`src/rtl/uart_fifo_param.sv`:
```
// uart_fifo_param: memory-mapped UART with TX and RX FIFOs, 16x oversampling.
// Registers: TXD at BASE_ADDR, RXD at BASE_ADDR+4, STAT at BASE_ADDR+8.
// Optional feature: define UART_PARITY_EN to add an even parity bit to every frame.
module uart_fifo_param #(
    parameter logic [31:0] BASE_ADDR  = 32'h40000018,
    parameter int unsigned DATA_BITS  = 8,
    parameter int unsigned CLK_DIV    = 326,
    parameter int unsigned FIFO_DEPTH = 16
) (
    input  logic        clk,
    input  logic        reset,
    input  logic [31:0] Add,
    input  logic        rd,
    input  logic        wr,
    input  logic [31:0] wdata,
    output logic [31:0] rdata,
    input  logic        UART_RXD,
    output logic        UART_TXD,
    output logic        irq
);

    localparam int unsigned AW = $clog2(FIFO_DEPTH);
    localparam int unsigned DW = $clog2(CLK_DIV);
    localparam logic [31:0] TXD_ADDR  = BASE_ADDR;
    localparam logic [31:0] RXD_ADDR  = BASE_ADDR + 32'd4;
    localparam logic [31:0] STAT_ADDR = BASE_ADDR + 32'd8;
    localparam logic [2:0]  LAST_BIT  = 3'(DATA_BITS - 1);

    typedef enum logic [2:0] {StIdle, StStart, StData, StPar, StStop} uart_state_e;

`ifdef UART_PARITY_EN
    localparam uart_state_e AfterData = StPar;
`else
    localparam uart_state_e AfterData = StStop;
`endif

    // ------------------------------------------------------------------
    // Oversample tick generator
    // ------------------------------------------------------------------
    logic [DW-1:0] div_q;
    logic          tick;

    assign tick = (div_q == DW'(CLK_DIV - 1));

    // Free-running divider producing one tick every CLK_DIV cycles
    always_ff @(posedge clk) begin
        if (!reset) begin
            div_q <= '0;
        end else if (tick) begin
            div_q <= '0;
        end else begin
            div_q <= div_q + 1'b1;
        end
    end

    // ------------------------------------------------------------------
    // Bus decode
    // ------------------------------------------------------------------
    logic wr_txd, wr_stat, rd_rxd;

    assign wr_txd  = wr && (Add == TXD_ADDR);
    assign wr_stat = wr && (Add == STAT_ADDR);
    assign rd_rxd  = rd && (Add == RXD_ADDR);

    // Only selected bits of wdata carry meaning; fold the rest away.
    logic unused_wdata;
    assign unused_wdata = ^wdata;

    // ------------------------------------------------------------------
    // TX FIFO
    // ------------------------------------------------------------------
    logic [7:0]  tx_mem [FIFO_DEPTH];
    logic [AW:0] tx_wp_q, tx_rp_q;
    logic        tx_empty, tx_full, tx_push, tx_pop, tx_ovf;
    logic [7:0]  tx_wdata, tx_head;

    assign tx_empty = (tx_wp_q == tx_rp_q);
    assign tx_full  = (tx_wp_q[AW] != tx_rp_q[AW]) && (tx_wp_q[AW-1:0] == tx_rp_q[AW-1:0]);
    assign tx_head  = tx_mem[tx_rp_q[AW-1:0]];
    // A write into a full FIFO still lands if the transmitter pops the same cycle.
    assign tx_push  = wr_txd && (!tx_full || tx_pop);
    assign tx_ovf   = wr_txd && tx_full && !tx_pop;

    // Zero-extend the character to the 8-bit storage width
    always_comb begin
        tx_wdata = '0;
        tx_wdata[DATA_BITS-1:0] = wdata[DATA_BITS-1:0];
    end

    // TX storage write port
    always_ff @(posedge clk) begin
        if (tx_push) begin
            tx_mem[tx_wp_q[AW-1:0]] <= tx_wdata;
        end
    end

    // TX pointers; the extra MSB distinguishes full from empty
    always_ff @(posedge clk) begin
        if (!reset) begin
            tx_wp_q <= '0;
            tx_rp_q <= '0;
        end else begin
            if (tx_push) tx_wp_q <= tx_wp_q + 1'b1;
            if (tx_pop)  tx_rp_q <= tx_rp_q + 1'b1;
        end
    end

    // ------------------------------------------------------------------
    // RX FIFO
    // ------------------------------------------------------------------
    logic [7:0]  rx_mem [FIFO_DEPTH];
    logic [AW:0] rx_wp_q, rx_rp_q;
    logic        rx_empty, rx_full, rx_push, rx_pop, rx_ovf, rx_done;
    logic [7:0]  rx_head;

    assign rx_empty = (rx_wp_q == rx_rp_q);
    assign rx_full  = (rx_wp_q[AW] != rx_rp_q[AW]) && (rx_wp_q[AW-1:0] == rx_rp_q[AW-1:0]);
    assign rx_head  = rx_mem[rx_rp_q[AW-1:0]];
    assign rx_pop   = rd_rxd && !rx_empty;
    assign rx_push  = rx_done && (!rx_full || rx_pop);
    assign rx_ovf   = rx_done && rx_full && !rx_pop;

    // RX storage write port
    logic [7:0] rx_data_q, rx_data_d;

    always_ff @(posedge clk) begin
        if (rx_push) begin
            rx_mem[rx_wp_q[AW-1:0]] <= rx_data_q;
        end
    end

    // RX pointers; the extra MSB distinguishes full from empty
    always_ff @(posedge clk) begin
        if (!reset) begin
            rx_wp_q <= '0;
            rx_rp_q <= '0;
        end else begin
            if (rx_push) rx_wp_q <= rx_wp_q + 1'b1;
            if (rx_pop)  rx_rp_q <= rx_rp_q + 1'b1;
        end
    end

    // ------------------------------------------------------------------
    // RX line synchroniser and receive FSM
    // ------------------------------------------------------------------
    logic        rx_meta, rx_sync;
    uart_state_e rx_state_q, rx_state_d;
    logic [3:0]  rx_cnt_q, rx_cnt_d;
    logic [2:0]  rx_bit_q, rx_bit_d;
    logic        rx_frame_err, rx_par_err;

    // Two-flop synchroniser; resets to the idle (high) line level
    always_ff @(posedge clk) begin
        if (!reset) begin
            rx_meta <= 1'b1;
            rx_sync <= 1'b1;
        end else begin
            rx_meta <= UART_RXD;
            rx_sync <= rx_meta;
        end
    end

    // RX state register
    always_ff @(posedge clk) begin
        if (!reset) begin
            rx_state_q <= StIdle;
            rx_cnt_q   <= '0;
            rx_bit_q   <= '0;
            rx_data_q  <= '0;
        end else begin
            rx_state_q <= rx_state_d;
            rx_cnt_q   <= rx_cnt_d;
            rx_bit_q   <= rx_bit_d;
            rx_data_q  <= rx_data_d;
        end
    end

    // RX next state: every bit sampled at its 8th tick, bit ends after 16 ticks
    always_comb begin
        rx_state_d   = rx_state_q;
        rx_cnt_d     = rx_cnt_q;
        rx_bit_d     = rx_bit_q;
        rx_data_d    = rx_data_q;
        rx_done      = 1'b0;
        rx_frame_err = 1'b0;
        rx_par_err   = 1'b0;
        if (tick) begin
            rx_cnt_d = rx_cnt_q + 4'd1;
            unique case (rx_state_q)
                StIdle: begin
                    rx_cnt_d = '0;
                    if (!rx_sync) begin
                        rx_state_d = StStart;
                        rx_bit_d   = '0;
                        rx_data_d  = '0;
                    end
                end
                StStart: begin
                    // Line back high at mid start bit: treat as a glitch
                    if (rx_cnt_q == 4'd7 && rx_sync) begin
                        rx_state_d = StIdle;
                        rx_cnt_d   = '0;
                    end else if (rx_cnt_q == 4'd15) begin
                        rx_state_d = StData;
                    end
                end
                StData: begin
                    if (rx_cnt_q == 4'd7) begin
                        rx_data_d[rx_bit_q] = rx_sync;
                    end
                    if (rx_cnt_q == 4'd15) begin
                        rx_bit_d = rx_bit_q + 3'd1;
                        if (rx_bit_q == LAST_BIT) rx_state_d = AfterData;
                    end
                end
                StPar: begin
`ifdef UART_PARITY_EN
                    if (rx_cnt_q == 4'd7 && (rx_sync != ^rx_data_q)) begin
                        rx_par_err = 1'b1;
                    end
`endif
                    if (rx_cnt_q == 4'd15) rx_state_d = StStop;
                end
                StStop: begin
                    // Deliver at mid stop bit so the next start edge is caught on time
                    if (rx_cnt_q == 4'd7) begin
                        rx_done      = 1'b1;
                        rx_frame_err = !rx_sync;
                        rx_state_d   = StIdle;
                        rx_cnt_d     = '0;
                    end
                end
                default: begin
                    rx_state_d = StIdle;
                    rx_cnt_d   = '0;
                end
            endcase
        end
    end

    // ------------------------------------------------------------------
    // Transmit FSM
    // ------------------------------------------------------------------
    uart_state_e tx_state_q, tx_state_d;
    logic [3:0]  tx_cnt_q, tx_cnt_d;
    logic [2:0]  tx_bit_q, tx_bit_d;
    logic [7:0]  tx_data_q, tx_data_d;
    logic        tx_busy;

    assign tx_busy = (tx_state_q != StIdle);

    // TX state register
    always_ff @(posedge clk) begin
        if (!reset) begin
            tx_state_q <= StIdle;
            tx_cnt_q   <= '0;
            tx_bit_q   <= '0;
            tx_data_q  <= '0;
        end else begin
            tx_state_q <= tx_state_d;
            tx_cnt_q   <= tx_cnt_d;
            tx_bit_q   <= tx_bit_d;
            tx_data_q  <= tx_data_d;
        end
    end

    // TX next state: frames start on a tick so every bit is exactly 16 ticks
    always_comb begin
        tx_state_d = tx_state_q;
        tx_cnt_d   = tx_cnt_q;
        tx_bit_d   = tx_bit_q;
        tx_data_d  = tx_data_q;
        tx_pop     = 1'b0;
        if (tick) begin
            tx_cnt_d = tx_cnt_q + 4'd1;
            unique case (tx_state_q)
                StIdle: begin
                    tx_cnt_d = '0;
                    if (!tx_empty) begin
                        tx_pop     = 1'b1;
                        tx_data_d  = tx_head;
                        tx_bit_d   = '0;
                        tx_state_d = StStart;
                    end
                end
                StStart: begin
                    if (tx_cnt_q == 4'd15) tx_state_d = StData;
                end
                StData: begin
                    if (tx_cnt_q == 4'd15) begin
                        tx_bit_d = tx_bit_q + 3'd1;
                        if (tx_bit_q == LAST_BIT) tx_state_d = AfterData;
                    end
                end
                StPar: begin
                    if (tx_cnt_q == 4'd15) tx_state_d = StStop;
                end
                StStop: begin
                    // Chain straight into the next start bit when more data waits
                    if (tx_cnt_q == 4'd15) begin
                        if (!tx_empty) begin
                            tx_pop     = 1'b1;
                            tx_data_d  = tx_head;
                            tx_bit_d   = '0;
                            tx_state_d = StStart;
                        end else begin
                            tx_state_d = StIdle;
                        end
                    end
                end
                default: begin
                    tx_state_d = StIdle;
                    tx_cnt_d   = '0;
                end
            endcase
        end
    end

    // Serial line level decoded from the TX state
    always_comb begin
        UART_TXD = 1'b1;
        unique case (tx_state_q)
            StStart: UART_TXD = 1'b0;
            StData:  UART_TXD = tx_data_q[tx_bit_q];
            StPar:   UART_TXD = ^tx_data_q;
            default: UART_TXD = 1'b1;
        endcase
    end

    // ------------------------------------------------------------------
    // Sticky flags, control, status, interrupt
    // ------------------------------------------------------------------
    logic       fe_q, rov_q, tov_q, pe_q;
    logic       fe_d, rov_d, tov_d, pe_d;
    logic [1:0] ctrl_q;
    logic       irq_q;
    logic [31:0] stat;

    // Sticky next state: software clear first so a same-cycle set wins
    always_comb begin
        fe_d  = fe_q;
        rov_d = rov_q;
        tov_d = tov_q;
        pe_d  = pe_q;
        if (wr_stat) begin
            if (wdata[5]) fe_d  = 1'b0;
            if (wdata[6]) rov_d = 1'b0;
            if (wdata[7]) tov_d = 1'b0;
            if (wdata[8]) pe_d  = 1'b0;
        end
        if (rx_frame_err) fe_d  = 1'b1;
        if (rx_ovf)       rov_d = 1'b1;
        if (tx_ovf)       tov_d = 1'b1;
        if (rx_par_err)   pe_d  = 1'b1;
    end

    // Flag, control and interrupt registers
    always_ff @(posedge clk) begin
        if (!reset) begin
            fe_q   <= 1'b0;
            rov_q  <= 1'b0;
            tov_q  <= 1'b0;
            pe_q   <= 1'b0;
            ctrl_q <= '0;
            irq_q  <= 1'b0;
        end else begin
            fe_q   <= fe_d;
            rov_q  <= rov_d;
            tov_q  <= tov_d;
            pe_q   <= pe_d;
            if (wr_stat) ctrl_q <= wdata[17:16];
            irq_q  <= (ctrl_q[0] && !rx_empty) ||
                      (ctrl_q[1] && (fe_q || rov_q || tov_q || pe_q));
        end
    end

    assign irq  = irq_q;
    assign stat = {14'b0, ctrl_q, 7'b0, pe_q, tov_q, rov_q, fe_q,
                   tx_busy, tx_full, tx_empty, rx_full, !rx_empty};

    // Combinational read mux; unmapped or idle bus reads return zero
    always_comb begin
        rdata = '0;
        if (rd) begin
            if (Add == RXD_ADDR) begin
                rdata = {24'b0, (rx_empty ? 8'h00 : rx_head)};
            end else if (Add == STAT_ADDR) begin
                rdata = stat;
            end
        end
    end

endmodule
```
`config.mk`:
```
export PLATFORM = sky130hd
export DESIGN_NAME = uart_fifo_param
export DESIGN_NICKNAME = d
export VERILOG_FILES = /design/src/rtl/uart_fifo_param.sv
export SDC_FILE = /design/constraint.sdc
export NUM_CORES = 1
export LEC_CHECK = 0
export ABC_AREA = 1
export ABC_CLOCK_PERIOD_IN_PS = 2400
export BUFFER_PORTS_ARGS = -buffer_cell sky130_fd_sc_hd__buf_4
export CORE_MARGIN = 10
export CORE_UTILIZATION = 57
export CTS_BUF_LIST = sky130_fd_sc_hd__clkbuf_4 sky130_fd_sc_hd__clkbuf_8
export DETAILED_ROUTE_END_ITERATION = 10
export MAX_ROUTING_LAYER = met4
export PLACE_DENSITY = 0.83
export SKIP_CTS_REPAIR_TIMING = 1
export SKIP_LAST_GASP = 1
export SYNTH_ARGS = -nofsm -noshare
export SYNTH_HDL_FRONTEND = slang
export SYNTH_SLANG_ARGS = --single-unit
export TNS_END_PERCENT = 10
```
`constraint.sdc`:
```
create_clock -name clk -period 2.4 [get_ports clk]
set_clock_uncertainty 0.2 [all_clocks]
set_input_delay 0.12 -clock clk [delete_from_list [all_inputs] [get_ports clk]]
set_output_delay 0.12 -clock clk [all_outputs]
set_load 0.02 [all_outputs]
```
Word-level counts from Yosys, hierarchy flattened --
Memories as Yosys holds them, arrays and structs flattened. A register that Yosys moved wholly into a read port is not among the register bits. Index checks and enable logic that the tools add are counted.
Storage, ports and cells: flip-flop bits (word level) 73, RAM bits 256, input bits 69, output and inout bits 34, logic and storage cells 193, memories 2
Operators by class: add/sub/neg operators 9, order comparisons 3, eq/ne operators 36, mux-type cells 70, bitwise operators 1, reductions and logical operators 52
Memory list:
- rx_mem | words 16, width 8, rd ports 1, clocked after memory_dff 1, wr ports 1, RTL line 111 | logic [7:0] rx_mem [FIFO_DEPTH];
- tx_mem | words 16, width 8, rd ports 1, clocked after memory_dff 1, wr ports 1, RTL line 72 | logic [7:0] tx_mem [FIFO_DEPTH];
Operator list (number):
- equality test 32 x 31 -> 1 bit, second input constant | 3
- two-way mux 18 bit | 3
- two-way mux 3 bit | 18
- two-way mux 8 bit | 5
- one-hot mux 8 bit (2 select lines) | 2
- one-hot mux 3 bit (5 select lines) | 2
- two-way mux 4 bit | 7
- two-way mux 1 bit | 25
- != test 2 bit, second input constant | 12
- adder 5 x 1 -> 5 bit, second input constant | 4
- logical AND 1 bit | 16
- nonzero test 2 bit | 8
- AND reduction 7 bit | 2
- equality test 3 x 2 -> 1 bit, second input constant | 4
- equality test 3 bit, second input constant | 4
- one-hot mux 4 bit (3 select lines) | 1
- AND reduction 4 bit | 3
- equality test 5 bit | 2
- adder 9 x 1 -> 9 bit, second input constant | 1
- equality test 9 bit, second input constant | 1
- one-hot mux 3 bit (3 select lines) | 1
- adder 4 x 1 -> 4 bit, second input constant | 2
- bitwise mux 8 bit | 1
- equality test 4 bit | 2
- other kinds (23) | 42

Depth between registers and ports, before layout --
Gate-level depths: netlist of the first run.
word-level depth 9, gate-level depth with buffers 13

Worst setup path after synthesis of the first run --
OpenSTA, ideal clock, no wires.
path type flip-flop to flip-flop, start register div_q[0], end memory tx_mem[14][0], enable pin, library setup time 0.383 ns, arrival 1.953 ns, data required time 1.817 ns, setup slack -0.136 ns, cell stages (with the launch flop) 9, period minus slack after synthesis 2.536 ns, cell sequence dfxtp_1 > ha_1 > nand2_1 > nor2_4 > nand3_2 > o211ai_4 > nand2_4 > buf_6 > nor3_1
On the way: longest elaborated chain between the ends 6
Ends and longest elaborated chain:
- from (decl) | RTL line 40 | logic [DW-1:0] div_q;
- from (signal assigned) | RTL line 52 | div_q <= div_q + 1'b1;
- equality test 9 bit | RTL line 43 | assign tick = (div_q == DW'(CLK_DIV - 1));
- two-way mux 1 bit | RTL line 274 | if (tick) begin
- logical OR 1 bit | RTL line 81 | assign tx_push = wr_txd && (!tx_full || tx_pop);
- logical AND 1 bit | RTL line 81
- two-way mux 1 bit | RTL line 92 | if (tx_push) begin
- two-way mux 1 bit (implied by the code) | RTL line 93 | tx_mem[tx_wp_q[AW-1:0]] <= tx_wdata;
- to (decl) | RTL line 72
Every way passes these cells.

==> impl_metrics.tcl, run 1 <==
set metrics [dict create \
    status "finished, violations left" \
    failed_checks "negative hold slack, negative setup slack" \
    route.detailed.drc 0 \
    grt_overflow 0 \
    critPathLaunchType "flop" \
    timing.hold.ws_ns -0.000299 \
    dp_hpwl_um 23300 \
    synth.distinct_cells 43 \
    ys_async_sr_fraction_pct 0 \
    setup_tns_ns -1.48 \
    setup.worst_path.class "reg -> out" \
    initial_core_util_pct 57.7 \
    clock_sinks 337 \
    fp.dieH_um 182 \
    synthFlopType "edfxtp_1" \
    rows 59 \
    cp_data_arrival_time_ns 2.32 \
    syn_area_mm2 0.0149 \
    gp_congestion 0.893 \
    highest-signal-layer "met4" \
    p_seq_share_pct 55.9 \
    wl_per_cell_um 17.9 \
    antenna_found_initial 0 \
    wl_um 35300 \
    dpl_worst_slack_ns 0.0259 \
    ctsRootBufferMaster "clkbuf_8" \
    internal_power_mw 8.85 \
    drt_iter0_drc 1088 \
    die_x_um 182 \
    synth-edff-count 256 \
    crit_buf_inv 3 \
    switching_power_mw 2.29 \
    rrSetupSlack_ns 0.10 \
    cap_viol_max_count 0 \
    met2WireLength_um 17300 \
    vias_per_cell 5.69 \
    h-tree-depth 2 \
    grt_max_degree 39 \
    synth_cells 1473 \
    fin_crit_ns 2.64 \
    drt-pass1-iter-count 7 \
    num_vias 11200 \
    setup_violations 8 \
    ys_seq_area_share_pct 62.3 \
    grt_pass1_vias 10600 \
    routed-wl-met3_um 2690 \
    grt_usage_pct 20.9 \
    seq_area_mm2 0.00932 \
    drtAntennaViolNets 0 \
    core_mm2 0.0259 \
    crit_path_cell_trace "inv_2, buf_12, o21ai_0, nand3_1, nand3_1, nand2_1, a21oi_1, nor2_1, buf_4" \
    p_leak_nw 6.44 \
    grt_pass1_wl_um 54600 \
    slowest_delay_ns 0.42 \
    avgSynthCellArea_um2 10.1 \
    critPathMaxFanout 25 \
    ys_warn_count 0 \
    power_frac_comb_pct 1.9 \
    cts_tree "yes" \
    rsz0062_at_grt "yes" \
    max-slew-margin-rel_pct 46.7 \
    n_fill_cell 1903 \
    slowest_stage "dfxtp_4" \
    clk_pin_slew_ns 0.06 \
    path_delay_family "simple AND/OR/NAND/NOR gates" \
    syn_to_final_growth_pct 15.7 \
    die_area_mm2 0.0331 \
    swShare_pct 20.6 \
    period_share_pct 110 \
    post-route-util_pct 66.7 \
    nets 1692 \
    clockBufferDepth 3 \
    wl_met1_um 14000 \
    ys_seq_elements 337 \
    timing.final.ws_setup_ns -0.245 \
    clkPwrFrac_pct 42.2 \
    powerDensity_mw_per_mm2 645 \
    end_kind "primary output" \
    clk-insertion-delay-late_ns 0.60 \
    path_common_cell "nand3_1" \
    ios 103 \
    drive_above_1_share_pct 16.1 \
    ir_drop_mv 0.643 \
    finalHoldViolations 1 \
    tightest_slew_ns 0.798 \
    cts_made_buffers 52 \
    io_buffers 58 \
    slew_viol_final 0 \
    multi_input_area_mm2 0.00488 \
    crit_required_ns 2.08 \
    max_clock_freq_mhz 378 \
    n_antenna_cell 0 \
    hold_class "in -> reg" \
]
worst paths after layout:
kind,startpoint,endpoint,cells after the start
worst max register to register,rx_wp_q[3]$_SDFFE_PN0P_,rx_mem[14][0]$_DFFE_PP_,9
worst min-delay path,Add[2],tov_q$_SDFFE_PN0P_,7
worst max-delay path,flop,rdata[4],9
worst min register to register,rx_cnt_q[0]$_SDFFE_PN0N_,rx_cnt_q[0]$_SDFFE_PN0N_,1
layer usage:
| layer | up-vias | global-route usage, % |
|---|---|---|
| met5 | - | - |
| met4 | 0 | 8.17 |
| met3 | 94 | 3.84 |
| met2 | 472 | 33.9 |
| met1 | 5346 | 25.6 |
| li1 | 5328 | - |
per-stage QoR:
stage	cell area, µm²	power [mW]	instances
6_report	17300	11.1	1976
5_1_grt	17300	11.5	1976
4_1_cts	17000	11.2	1954
3_5_place_dp	15900	6.55	1864
3_3_place_gp	15900	6.54	1864
2_1_floorplan	15000	6.46	1494
power groups by stage:
stage	sequential, mW	clock, mW	combinational (mW)
after floorplan	6.36	0	0.105
after global placement	6.36	0	0.182
after detailed placement	6.36	0	0.187
after CTS	6.24	4.76	0.187
after global routing	6.23	5.01	0.230
final	6.23	4.70	0.208
cells by family after synthesis:
| kind of cell | Yosys count | synth area share (%) |
|---|---|---|
| buffers and inverters | 199 | 5.84 |
| multiplexers | 1 | 0.0670 |
| XOR/XNOR | 29 | 1.70 |
| other | 1 | 0.0251 |
| adder cells (fa/ha/maj) | 18 | 1.51 |
| AO/OA/AOI/OAI | 313 | 11.8 |
| flip-flops | 337 | 62.3 |
| AND/OR/NAND/NOR | 575 | 16.7 |
synthesized netlist by cell type (15+ instances only):
library cell | instances | share of area, %
a21oi_1 | 67 | 2.2
buf_2 | 19 | 0.64
buf_4 | 23 | 1.2
clkbuf_1 | 36 | 0.90
dfxtp_1 | 81 | 11
edfxtp_1 | 256 | 51
ha_1 | 18 | 1.5
inv_1 | 103 | 2.6
nand2_1 | 150 | 3.8
nand3_1 | 73 | 2.4
nor2_1 | 270 | 6.8
nor3_1 | 35 | 1.2
o211ai_1 | 56 | 2.8
o21ai_0 | 171 | 5.7
xnor2_1 | 15 | 0.88
worst register-to-register path: stages (launching register included):
cell and delay (ns):
dfxtp_1 0.52, xor2_1 0.18, nor2_1 0.08, and2_2 0.22
nand3_4 0.12, inv_2 0.07, nor2_4 0.13, nand2_2 0.13
nor2_1 0.14, buf_4 0.19
placed cells by master (no fill, tap or decap), drive strengths merged, types with 22 or more instances in the layout:
| master | count |
|---|---|
| nor2 | 279 |
| edfxtp | 256 |
| o21ai | 173 |
| nand2 | 161 |
| buf | 120 |
| inv | 116 |
| dfxtp | 81 |
| clkbuf | 78 |
| nand3 | 75 |
| a21oi | 67 |
| o211ai | 57 |
| nor3 | 37 |
| conb | 22 |
layout make-up:
class	count	area share [%]
Sequential cell	337	53.9
Multi-Input combinational cell	958	28.2
Inverter	117	2.56
Timing Repair Buffer	139	6.94
Clock buffer	77	5.51
Clock inverter	13	0.463
Tap cell	335	2.42
registers in the layout, summed over array words and instances, names as in the netlist, 2 cells and up, named ones only:
signal	cells
tx_bit_q	3
ctrl_q	2
tx_wp_q	5
rx_bit_q	3
rx_mem	128
rx_state_q	3
rx_rp_q	5
rx_wp_q	5
rx_cnt_q	4
div_q	9
rx_data_q	8
tx_state_q	3
tx_cnt_q	4
tx_rp_q	5
tx_mem	128
tx_data_q	8
(Power assumes the default switching activity.)
==> inputs of run 2 (changes only) <==
- MAX_ROUTING_LAYER: met4 -> unset
- SKIP_LAST_GASP: 1 -> unset
- TNS_END_PERCENT: 10 -> unset
==> run 2 against run 1 <==
The flow finishes with violations (negative setup slack); count of clock-buffer cells in the layout is 2 lower; register-to-register slack is essentially flat; core utilization rose by 1.2 points; global-route usage decreased by 0.40 points; total power increased by 2.4%; routed wire length increased by 5.3%; critical path type unchanged; largest power group unchanged; highest routed layer unchanged.
==> impl_metrics.tcl, run 2 (synthesized netlist as in run 1, its figures left out) <==
set metrics [dict create \
    status "finished, violations left" \
    failed_checks "negative setup slack" \
    clkPwrFrac_pct 43.5 \
    path_common_cell "nand2_1" \
    grt_pass1_wl_um 55500 \
    powerDensity_mw_per_mm2 648 \
    ctsRootBufferMaster "clkbuf_8" \
    dp_hpwl_um 23400 \
    tightest_slew_ns 0.812 \
    rrSetupSlack_ns 0.10 \
    fin_crit_ns 2.78 \
    grt_util_met1_pct 25.4 \
    slowest_stage "dfxtp_4" \
    grt_pass1_vias 10800 \
    gp_congestion 0.881 \
    die_area_mm2 0.0331 \
    drtAntennaViolNets 0 \
    route.detailed.drc 0 \
    wl_per_cell_um 18.7 \
    clk-insertion-delay-late_ns 0.59 \
    ios 103 \
    cap_viol_max_count 0 \
    core_mm2 0.0259 \
    drt-pass1-iter-count 6 \
    io_buffers 58 \
    use_met2_pct 34.2 \
    clockBufferDepth 3 \
    critPathMaxFanout 24 \
    drive_above_1_share_pct 17.5 \
    n_antenna_cell 0 \
    power_frac_comb_pct 1.8 \
    reg2reg_depth 9 \
    switching_power_mw 2.32 \
    crit_path_cell_trace "buf_4, clkbuf_16, a21oi_1, o21ai_0, o211ai_1, nand3_1, nand2_1, nand2_1, a21oi_2, buf_6" \
    period_share_pct 116 \
    rsz0062_at_grt "yes" \
    crit_required_ns 2.08 \
    fp.dieH_um 182 \
    swShare_pct 20.3 \
    slew_viol_final 0 \
    timing.final.ws_setup_ns -0.377 \
    hold_depth 8 \
    timing.hold.ws_ns 0.00156 \
    internal_power_mw 9.09 \
    max_clock_freq_mhz 360 \
    r2r-start "div_q[1]$_SDFF_PP0_" \
    mostFrequentLayoutCell "nor2_1" \
    path_delay_family "compound AO/OA/AOI/OAI gates" \
    syn_to_final_growth_pct 17.8 \
    slowest_delay_ns 0.38 \
    vias_per_cell 5.80 \
    h-tree-depth 2 \
    antenna_found_initial 0 \
    rows 59 \
    setup.worst_path.class "reg -> out" \
    grt_overflow 0 \
    p_seq_share_pct 54.6 \
    grt_max_degree 49 \
    wl_um 37200 \
    die_x_um 182 \
    hp-start "Add[2]" \
    clock_sinks 337 \
    end_kind "primary output" \
    max-slew-margin-rel_pct 45.8 \
    crit_buf_inv 3 \
    initial_core_util_pct 57.7 \
    critPathLaunchType "flop" \
    grt_usage_pct 20.5 \
    p_leak_nw 6.56 \
    ir_drop_mv 0.652 \
    drt_iter0_drc 1152 \
    met3_usage_pct 4.19 \
    hold_end "tx_wp_q[2]$_SDFFE_PN0P_" \
    finalHoldViolations 0 \
    cts_tree "yes" \
    nets 1702 \
    num_vias 11600 \
    regToRegEndpoint "tx_mem[14][0]$_DFFE_PP_" \
    layout_common_cells "nor2_1, edfxtp_1, o21ai_0" \
    place_area_mm2 0.0160 \
    cts_made_buffers 51 \
    top_usage_layer "met2" \
    final_cell_area_mm2 0.0176 \
    cp_data_arrival_time_ns 2.46 \
    setup_violations 8 \
    hold_class "in -> reg" \
    clk_pin_slew_ns 0.06 \
]
-- run 2: changes by cell type in the layout (fill, tap and decap cells not counted), moves of 4 or more --
cell / previous run / this run
a21oi_1: 65 / 61
a21oi_2: 2 / 6
buf_6: 3 / 11
clkbuf_4: 17 / 12
clkinv_1: 6 / 13
o21ai_0: 170 / 156
o21ai_1: 3 / 13
o21ai_2: 0 / 4
-- run 2: power groups by stage --
stage	combinational, mW	sequential, mW	clock [mW]
2_1_floorplan	0.105	6.36	0
3_3_place_gp	0.183	6.36	0
3_5_place_dp	0.188	6.36	0
4_1_cts	0.188	6.23	5.00
5_1_grt	0.231	6.23	5.25
6_report	0.210	6.23	4.97
-- run 2: stage by stage --
| step | instances | setup WS, ns | util (%) | power [mW] | setup TNS, ns |
|---|---|---|---|---|---|
| after global routing | 1992 | -0.398 | 67.9 | 11.7 | -3.18 |
| after floorplan | 1494 | -0.136 | - | 6.46 | -10.00 |
| after CTS | 1959 | -0.416 | 65.9 | 11.4 | -2.80 |
| after global placement | 1864 | 0.0599 | 61.6 | 6.54 | 0 |
| final | 1992 | -0.377 | 67.9 | 11.4 | -2.16 |
| after detailed placement | 1864 | 0.0149 | 61.6 | 6.55 | 0 |
-- run 2: area by class of cell --
| class | count | area [µm²] |
|---|---|---|
| fill | 1814 | 8310 |
| tap | 335 | 419 |
| multi-input combinational | 959 | 4960 |
| clock inverter | 20 | 153 |
| timing repair buffer | 149 | 1360 |
| clock buffer | 75 | 957 |
| sequential | 337 | 9320 |
| inverter | 117 | 443 |
-- run 2: worst min-delay path: stages --
cell and delay [ns]:
buf_4 0.09, nor2_1 0.08, nand3_1 0.10, nor2_1 0.04, nand2_1 0.05, nor2_1 0.10
nand3_1 0.10, a21oi_1 0.06
-- run 2: layer usage --
layer / part of all wire [%] / vias to the layer above
met3: 9.1 / 99
met2: 49 / 646
li1: - / 5367
met4: 4.1 / 0
met5: 0 / -
met1: 38 / 5445
-- run 2: how the worst max path moves through the flow --
| stage | start | endpoint | cells past startpoint |
|---|---|---|---|
| 2_1_floorplan | div_q[0]$_SDFF_PP0_ | tx_mem[14][0]$_DFFE_PP_ | 8 |
| 3_3_place_gp | Add[6] | rx_mem[1][6]$_DFFE_PP_ | 13 |
| 3_5_place_dp | Add[0] | rx_mem[8][5]$_DFFE_PP_ | 13 |
| 4_1_cts | flop | rdata[5] | 11 |
| 5_1_grt | flop | rdata[2] | 10 |
| 6_report | flop | rdata[2] | 10 |
